### config.mk
export PLATFORM = sky130hd
export DESIGN_NAME = button_stepper
export DESIGN_NICKNAME = d
export VERILOG_FILES = /design/src/rtl/button_stepper.sv
export SDC_FILE = /design/constraint.sdc
export NUM_CORES = 1
export LEC_CHECK = 0
export ABC_AREA = 1
export BUFFER_PORTS_ARGS = -buffer_cell sky130_fd_sc_hd__buf_2
export CAP_MARGIN = 10
export CORE_ASPECT_RATIO = 0.5
export CORE_UTILIZATION = 40
export DETAILED_ROUTE_END_ITERATION = 10
export PLACE_DENSITY = 0.67
export SLEW_MARGIN = 30
export SYNTH_ARGS = -nofsm -noshare
export SYNTH_HDL_FRONTEND = slang
export SYNTH_SLANG_ARGS = --single-unit
### constraint.sdc
create_clock -name clk -period 3.55 [get_ports clk]
set_input_delay 0.5325 -clock clk [delete_from_list [all_inputs] [get_ports clk]]
set_output_delay 0.5325 -clock clk [all_outputs]
set_load 0.02 [all_outputs]
### src/rtl/button_stepper.sv
// rtl/button_stepper.sv - debounced push-button to single-cycle step pulse with auto-repeat
// Two-flop synchronizer feeds a press/release debounce FSM; held presses may auto-repeat.
module button_stepper #(
  parameter int unsigned DEBOUNCE_CYCLES = 50000,
  parameter int unsigned REPEAT_DELAY    = 25000000,
  parameter int unsigned REPEAT_PERIOD   = 5000000
) (
  input  logic       clk,
  input  logic       rst,
  input  logic       btn,
  input  logic       repeat_en,
  input  logic       clr,
  output logic       step,
  output logic       pressed,
  output logic [7:0] step_count,
  output logic [2:0] state
);

  localparam int CW = $clog2(DEBOUNCE_CYCLES + 1);
  localparam logic [CW-1:0] DB_MAX  = CW'(DEBOUNCE_CYCLES);
  localparam logic [CW-1:0] CNT_ONE = CW'(1);
  localparam logic [31:0]   RPT_DLY = 32'(REPEAT_DELAY);
  localparam logic [31:0]   RPT_PER = 32'(REPEAT_PERIOD);

  typedef enum logic [2:0] {
    IDLE      = 3'd0,
    PRESS_DEB = 3'd1,
    HELD      = 3'd2,
    REL_DEB   = 3'd3
  } state_t;

  state_t        state_q, state_d;
  logic          sync1_q, sync1_d;
  logic          sync2_q, sync2_d;
  logic [CW-1:0] cnt_q, cnt_d;
  logic [31:0]   rpt_q, rpt_d;
  logic          armed_q, armed_d;
  logic          step_q, step_d;
  logic [7:0]    count_q, count_d;

  logic          btn_s;
  logic [CW-1:0] cnt_inc;
  logic [31:0]   rpt_inc;
  logic [31:0]   rpt_target;

  assign btn_s      = sync2_q;
  assign cnt_inc    = cnt_q + CNT_ONE;
  assign rpt_inc    = rpt_q + 32'd1;
  // Before the first repeat, wait the long delay; afterwards the shorter period.
  assign rpt_target = armed_q ? RPT_PER : RPT_DLY;

  always_comb begin
    state_d = state_q;
    sync1_d = btn;
    sync2_d = sync1_q;
    cnt_d   = cnt_q;
    rpt_d   = rpt_q;
    armed_d = armed_q;
    step_d  = 1'b0;
    count_d = count_q;

    if (clr) begin
      count_d = 8'd0;
    end else if (step_q) begin
      count_d = count_q + 8'd1;
    end

    case (state_q)
      IDLE: begin
        cnt_d   = '0;
        rpt_d   = '0;
        armed_d = 1'b0;
        if (btn_s) begin
          state_d = PRESS_DEB;
        end
      end
      PRESS_DEB: begin
        rpt_d   = '0;
        armed_d = 1'b0;
        if (!btn_s) begin
          state_d = IDLE;
          cnt_d   = '0;
        end else if (cnt_inc == DB_MAX) begin
          state_d = HELD;
          cnt_d   = '0;
          step_d  = 1'b1;
        end else begin
          cnt_d = cnt_inc;
        end
      end
      HELD: begin
        cnt_d = '0;
        if (!btn_s) begin
          state_d = REL_DEB;
          rpt_d   = '0;
          armed_d = 1'b0;
        end else if (!repeat_en) begin
          rpt_d   = '0;
          armed_d = 1'b0;
        end else if (rpt_inc >= rpt_target) begin
          // A due repeat that would abut the previous pulse slips by one cycle.
          if (!step_q) begin
            step_d  = 1'b1;
            rpt_d   = '0;
            armed_d = 1'b1;
          end
        end else begin
          rpt_d = rpt_inc;
        end
      end
      REL_DEB: begin
        rpt_d   = '0;
        armed_d = 1'b0;
        if (btn_s) begin
          state_d = HELD;
          cnt_d   = '0;
        end else if (cnt_inc == DB_MAX) begin
          state_d = IDLE;
          cnt_d   = '0;
        end else begin
          cnt_d = cnt_inc;
        end
      end
      default: begin
        state_d = IDLE;
        cnt_d   = '0;
        rpt_d   = '0;
        armed_d = 1'b0;
      end
    endcase
  end

  always_ff @(posedge clk or posedge rst) begin
    if (rst) begin
      state_q <= IDLE;
      sync1_q <= 1'b0;
      sync2_q <= 1'b0;
      cnt_q   <= '0;
      rpt_q   <= '0;
      armed_q <= 1'b0;
      step_q  <= 1'b0;
      count_q <= 8'd0;
    end else begin
      state_q <= state_d;
      sync1_q <= sync1_d;
      sync2_q <= sync2_d;
      cnt_q   <= cnt_d;
      rpt_q   <= rpt_d;
      armed_q <= armed_d;
      step_q  <= step_d;
      count_q <= count_d;
    end
  end

  assign step       = step_q;
  assign pressed    = (state_q == HELD) || (state_q == REL_DEB);
  assign step_count = count_q;
  assign state      = state_q;

endmodule

---- After elaboration in Yosys (flattened, before gate mapping) ----
Index checks and enable logic that the tools add are counted.
cells by class
  equality and inequality tests ........... 11
  reduce and logical (&&, ||, !) cells .... 5
  magnitude comparators ................... 1
  muxes and demuxes ....................... 31
  $add $sub $neg .......................... 3
operator list
  cell                                                             number
  32-bit two-way mux                                               5
  16-bit two-way mux                                               3
  32-bit by 1-bit adder with 32-bit output, second input constant  1
  32-bit by 25-bit greater-or-equal comparator with 1-bit output   1
  16-bit one-hot mux with 2 select lines                           1
  25-bit two-way mux                                               1
  3-bit two-way mux                                                6
  16-bit by 1-bit adder with 16-bit output, second input constant  1
  16-bit == test, second input constant                            1
  8-bit two-way mux                                                2
  3-bit one-hot mux with 4 select lines                            1
  1-bit two-way mux                                                11
  8-bit by 1-bit adder with 8-bit output, second input constant    1
  4-bit != test, second input constant                             2
  3-bit by 2-bit == test with 1-bit output, second input constant  2
  3-bit != test, second input constant                             2
  5-bit != test, second input constant                             1
  2-bit != test, second input constant                             2
  4-bit AND reduction                                              1
  3-bit by 1-bit == test with 1-bit output, second input constant  1
  3-bit logical NOT                                                1
  1-bit one-hot mux with 2 select lines                            1
  2-bit AND reduction                                              1
  2-bit nonzero test                                               1
  1-bit logical OR                                                 1
word-level totals
  logic and storage cells ................. 59
  bits of input ports ..................... 5
  flip-flop bits (word level) ............. 63

---- Depth between registers and ports, before layout ----
  depth after elaboration ................. 6
  depth in mapped cells ................... 19
  depth with buffers taken out ............ 18

---- Worst setup path after synthesis ----
OpenSTA, ideal clock, no wires.
  path type ............................... reg2reg
  start point ............................. reg rpt_q[1]
  end point ............................... reg rpt_q[0]
  arrival time ............................ 2.565 ns
  period minus slack after synthesis ...... 2.642 ns
  cell stages (with the launch flop) ...... 18
  slack ................................... 0.908 ns
  buffers on the path ..................... 1
  data required time ...................... 3.474 ns
  cell sequence ........................... dfrtp_1 ha_1 nand2_2 nor2_4 nand2_2 nor3_1 nand2_1 xor2_1 ha_1 inv_1 nor2_1 nand2_1 nor2_2 nand3_1 nand3_4 nand2_4 buf_6 o21ai_1
between the ends
  word-level cells in the longest chain between the ends .. 6
  elaborated cells between the ends (all ways) .. 7
RTL lines
  item                                                                RTL line  RTL
  start: declaration                                                  36        logic [31:0] rpt_q, rpt_d;
  start signal: assignment                                            148       rpt_q <= rpt_d;
  32-bit by 1-bit adder with 32-bit output (*)                        48        assign rpt_inc = rpt_q + 32'd1;
  32-bit by 25-bit greater-or-equal comparator with 1-bit output (*)  100       end else if (rpt_inc >= rpt_target) begin
  32-bit two-way mux                                                  100
  32-bit two-way mux                                                  97        end else if (!repeat_en) begin
  32-bit two-way mux                                                  93        if (!btn_s) begin
  32-bit two-way mux                                                  68        case (state_q)
Mark *: on every way between the ends. The rest lies on a longest branch, timed or not.
A chain may end at the register's enable or synchronous reset.

---- Worst setup path after layout ----
  start point ............................. reg rpt_q[11]
  end point ............................... reg rpt_q[5]
Same word-level chain as after synthesis.

==> impl_metrics.ini <==
[clocking]
htreeDepth = 3
postCtsHoldBufs = 0
clkLatencyLatePin_ps = 340
cts.sinks = 62
clk_pin_slew_worst_paths_ps = 60
clockBufferDepth = 2
cts-root-buf = clkbuf_16
cts_tree = built
cts_buffers = 9

[logic_synthesis]
ys_types = 34
syn-instance-count = 566
syn_area_um2 = 4040
avgSynthCellArea_um2 = 7.14
synth_area_leaders = dfrtp_1 38%, nand2_1 16%, nor2_1 8.0%
ys_ff_latch = 62
syn_nets = 586
synth_top_area_share_pct = 38.4
synth_warnings = 0
synth_largest_area_cell = dfrtp_1
ys_seq_area_share_pct = 38.4

[timing]
finalCritPeriodShare_pct = 88.9
setup_viol = 0
slew-limit-headroom_pct = 50.4
whs_ps = 296
worst_pin_slew_ps = 743
slew_violations = 0
setup-tns-final_ps = 0
fin_crit_ps = 3160
finClkSkew_ps = 7.87
fmax_mhz = 317
rsz0062_at_grt = no
setup_ws_ps = 395
hold_viol = 0

[floorplan]
ioPinCount = 18
dieArea_um2 = 10500
die_height_um = 73.1
start_util_pct = 42.0
rows = 25
coreArea_um2 = 9630
die-width_um = 144

[placed_design]
dp_slack_ps = 396
postPlaceCellArea_um2 = 4260
place_inst = 714
portBuffers = 16
place_hpwl_mm = 6.83
gp_congestion = 0.861

[critical_path]
rr_worst_depth = 16
critical-path-max-stage-delay_ps = 440
reg2reg_from = rpt_q[11]
endpoint_kind = flip-flop
path_common_cell = nand2_1
startpoint_type = flip-flop
critical_path_class = reg2reg
cp_num_buf_inv = 1
r2r_end = rpt_q[5]
cp.arrival_ps = 3390
worstPathRequired_ps = 3790
cp_top_family = simple AND/OR/NAND/NOR gates
worstPathCellList = nand2_1 -> nor2_1 -> nand2_1 -> nor2_4 -> nand3_1 -> xor2_1 -> ha_1 -> nand2_1 -> nand3b_1 -> inv_1 -> nand2_1 -> nor2_1 -> nand3_1 -> nand3_4 -> nand2_4 -> o21ai_0
rrSetupSlack_ps = 390
crit_fanout = 26
crit_slowest_cell = dfrtp_1

[global_routing]
grt_pass1_wl_mm = 15.6
grt_pass1_vias = 3286
antenna_found_initial = 0
grt_overflow = 0
grt_max_degree = 43
grtUsageTotal_pct = 19.7

[final_layout]
antenna_cells = 0
layout.nets = 610
finalNonFillerCells = 729
syn2layout_area_growth_pct = 12.3
postLayoutCellArea_um2 = 4540
drive_gt1_share_pct = 11.1
fillers = 974
fin_util_pct = 47.1

[pwr]
p_leak_nw = 2.09
total_power_mw = 1.82
peakVddDrop_mv = 0.202
p_per_area_nw_per_um2 = 400

[job]
drv_cap = 0

[worst_hold_path]
hold_path_class = in2async

[drt]
viasPerCell = 4.79
drtIter0Drc = 209
drtPass1Iterations = 4
wl_mm = 9.21
drc = 0
antenna_left = 0
wl_per_cell_um = 12.6
via_count = 3495

[run_status]
outcome = finished clean
==> how the worst max path moves through the flow <==
stage	startpoint	end	slack, ps	depth (start not counted)
after CTS	rpt_q[1]	rpt_q[5]	370	16
after global placement	rpt_q[1]	rpt_q[12]	450	17
after global routing	rpt_q[12]	rpt_q[4]	110	16
final	rpt_q[11]	rpt_q[5]	390	16
after floorplan	rpt_q[1]	rpt_q[0]	910	17
after detailed placement	rpt_q[1]	rpt_q[4]	400	16
==> area by class of cell <==
cell class                      count  area [µm²]  share of cell area [%]
Inverter                           76         287                    6.31
Sequential cell                    62        1550                    34.2
Tap cell                          135         169                    3.72
Clock inverter                      3        20.0                   0.441
Clock buffer                       12         256                    5.65
Timing Repair Buffer               19         103                    2.26
Multi-Input combinational cell    422        2150                    47.4
==> where the power goes <==
group	switching [mW]	total [mW]	internal, mW
logic	0.155	0.230	0.0756
clock network	0.321	0.826	0.505
registers	0.0295	0.760	0.730
==> flip-flops by register name (all words and copies together) (netlist names), named ones only <==
signal	cells
state	1
rpt_q	32
cnt_q	16
btn_s	1
armed_q	1
step_count	8
step	1
sync1_q	1
==> cell usage after synthesis (all sizes together) <==
cell and number:
ha 15, nand4 4, mux2i 2, conb 1, nand3 42, o21ai 29
a21oi 8, a31oi 1, and2 1, buf 6, xor2 20, a21o 2
nor3 9, nor2 98, xnor2 3, inv 76, nand3b 2, o21a 1
nor3b 2, or2 2, dfrtp 62, nand2 179, o21bai 1
==> routing by layer <==
metal / routed length, µm / track usage (%)
met5: 0 / 0
met1: 4740 / 27.5
met4: 168 / 7.84
met3: 403 / 4.53
met2: 3890 / 29.7
==> placed cells by master, fill, tap and decap left out, types with 2 or more instances in the layout <==
cell type,count
nor2_4,6
a21o_1,2
nor3_1,7
nor3b_1,2
o21ai_1,7
nand3b_1,2
xnor2_1,3
nor2_2,5
nand3_1,41
dfrtp_1,62
nand2_1,173
inv_1,75
clkbuf_8,2
nand4_1,4
buf_4,3
o21ai_0,13
nand2_2,5
mux2i_1,2
or2_2,2
clkinvlp_4,2
nor2_1,86
ha_1,15
buf_2,16
xor2_1,20
clkbuf_16,9
clkinv_2,2
a21oi_1,8
nor3_2,2
o21ai_2,9
==> logic make-up (layout without fill, tap and decap cells) <==
family | Yosys count | in the layout | share of synthesized area (%)
buf+inv | 82 | 110 | 8.48
compound gates | 42 | 42 | 6.31
other cells | 1 | 1 | 0.0928
simple gates | 339 | 339 | 36.6
mux | 2 | 2 | 0.495
xor+xnor | 23 | 23 | 4.98
flops | 62 | 62 | 38.4
fa+ha+maj | 15 | 15 | 4.64
==> worst register-to-register path, stage by stage (launching register included) <==
cell and delay (ps):
dfrtp_1 440, nand2_1 130, nor2_1 220, nand2_1 140, nor2_4 160, nand3_1 110, xor2_1 190, ha_1 320
nand2_1 60, nand3b_1 170, inv_1 60, nand2_1 40, nor2_1 170, nand3_1 140, nand3_4 180, nand2_4 250
o21ai_0 280
==> repair_timing <==
action | 4_1_cts | 5_1_grt
endpoints found under the setup margin | 0 | 2
setup buffers | 0 | 0
gates resized for setup | 0 | 1
(Power assumes the default switching activity.)
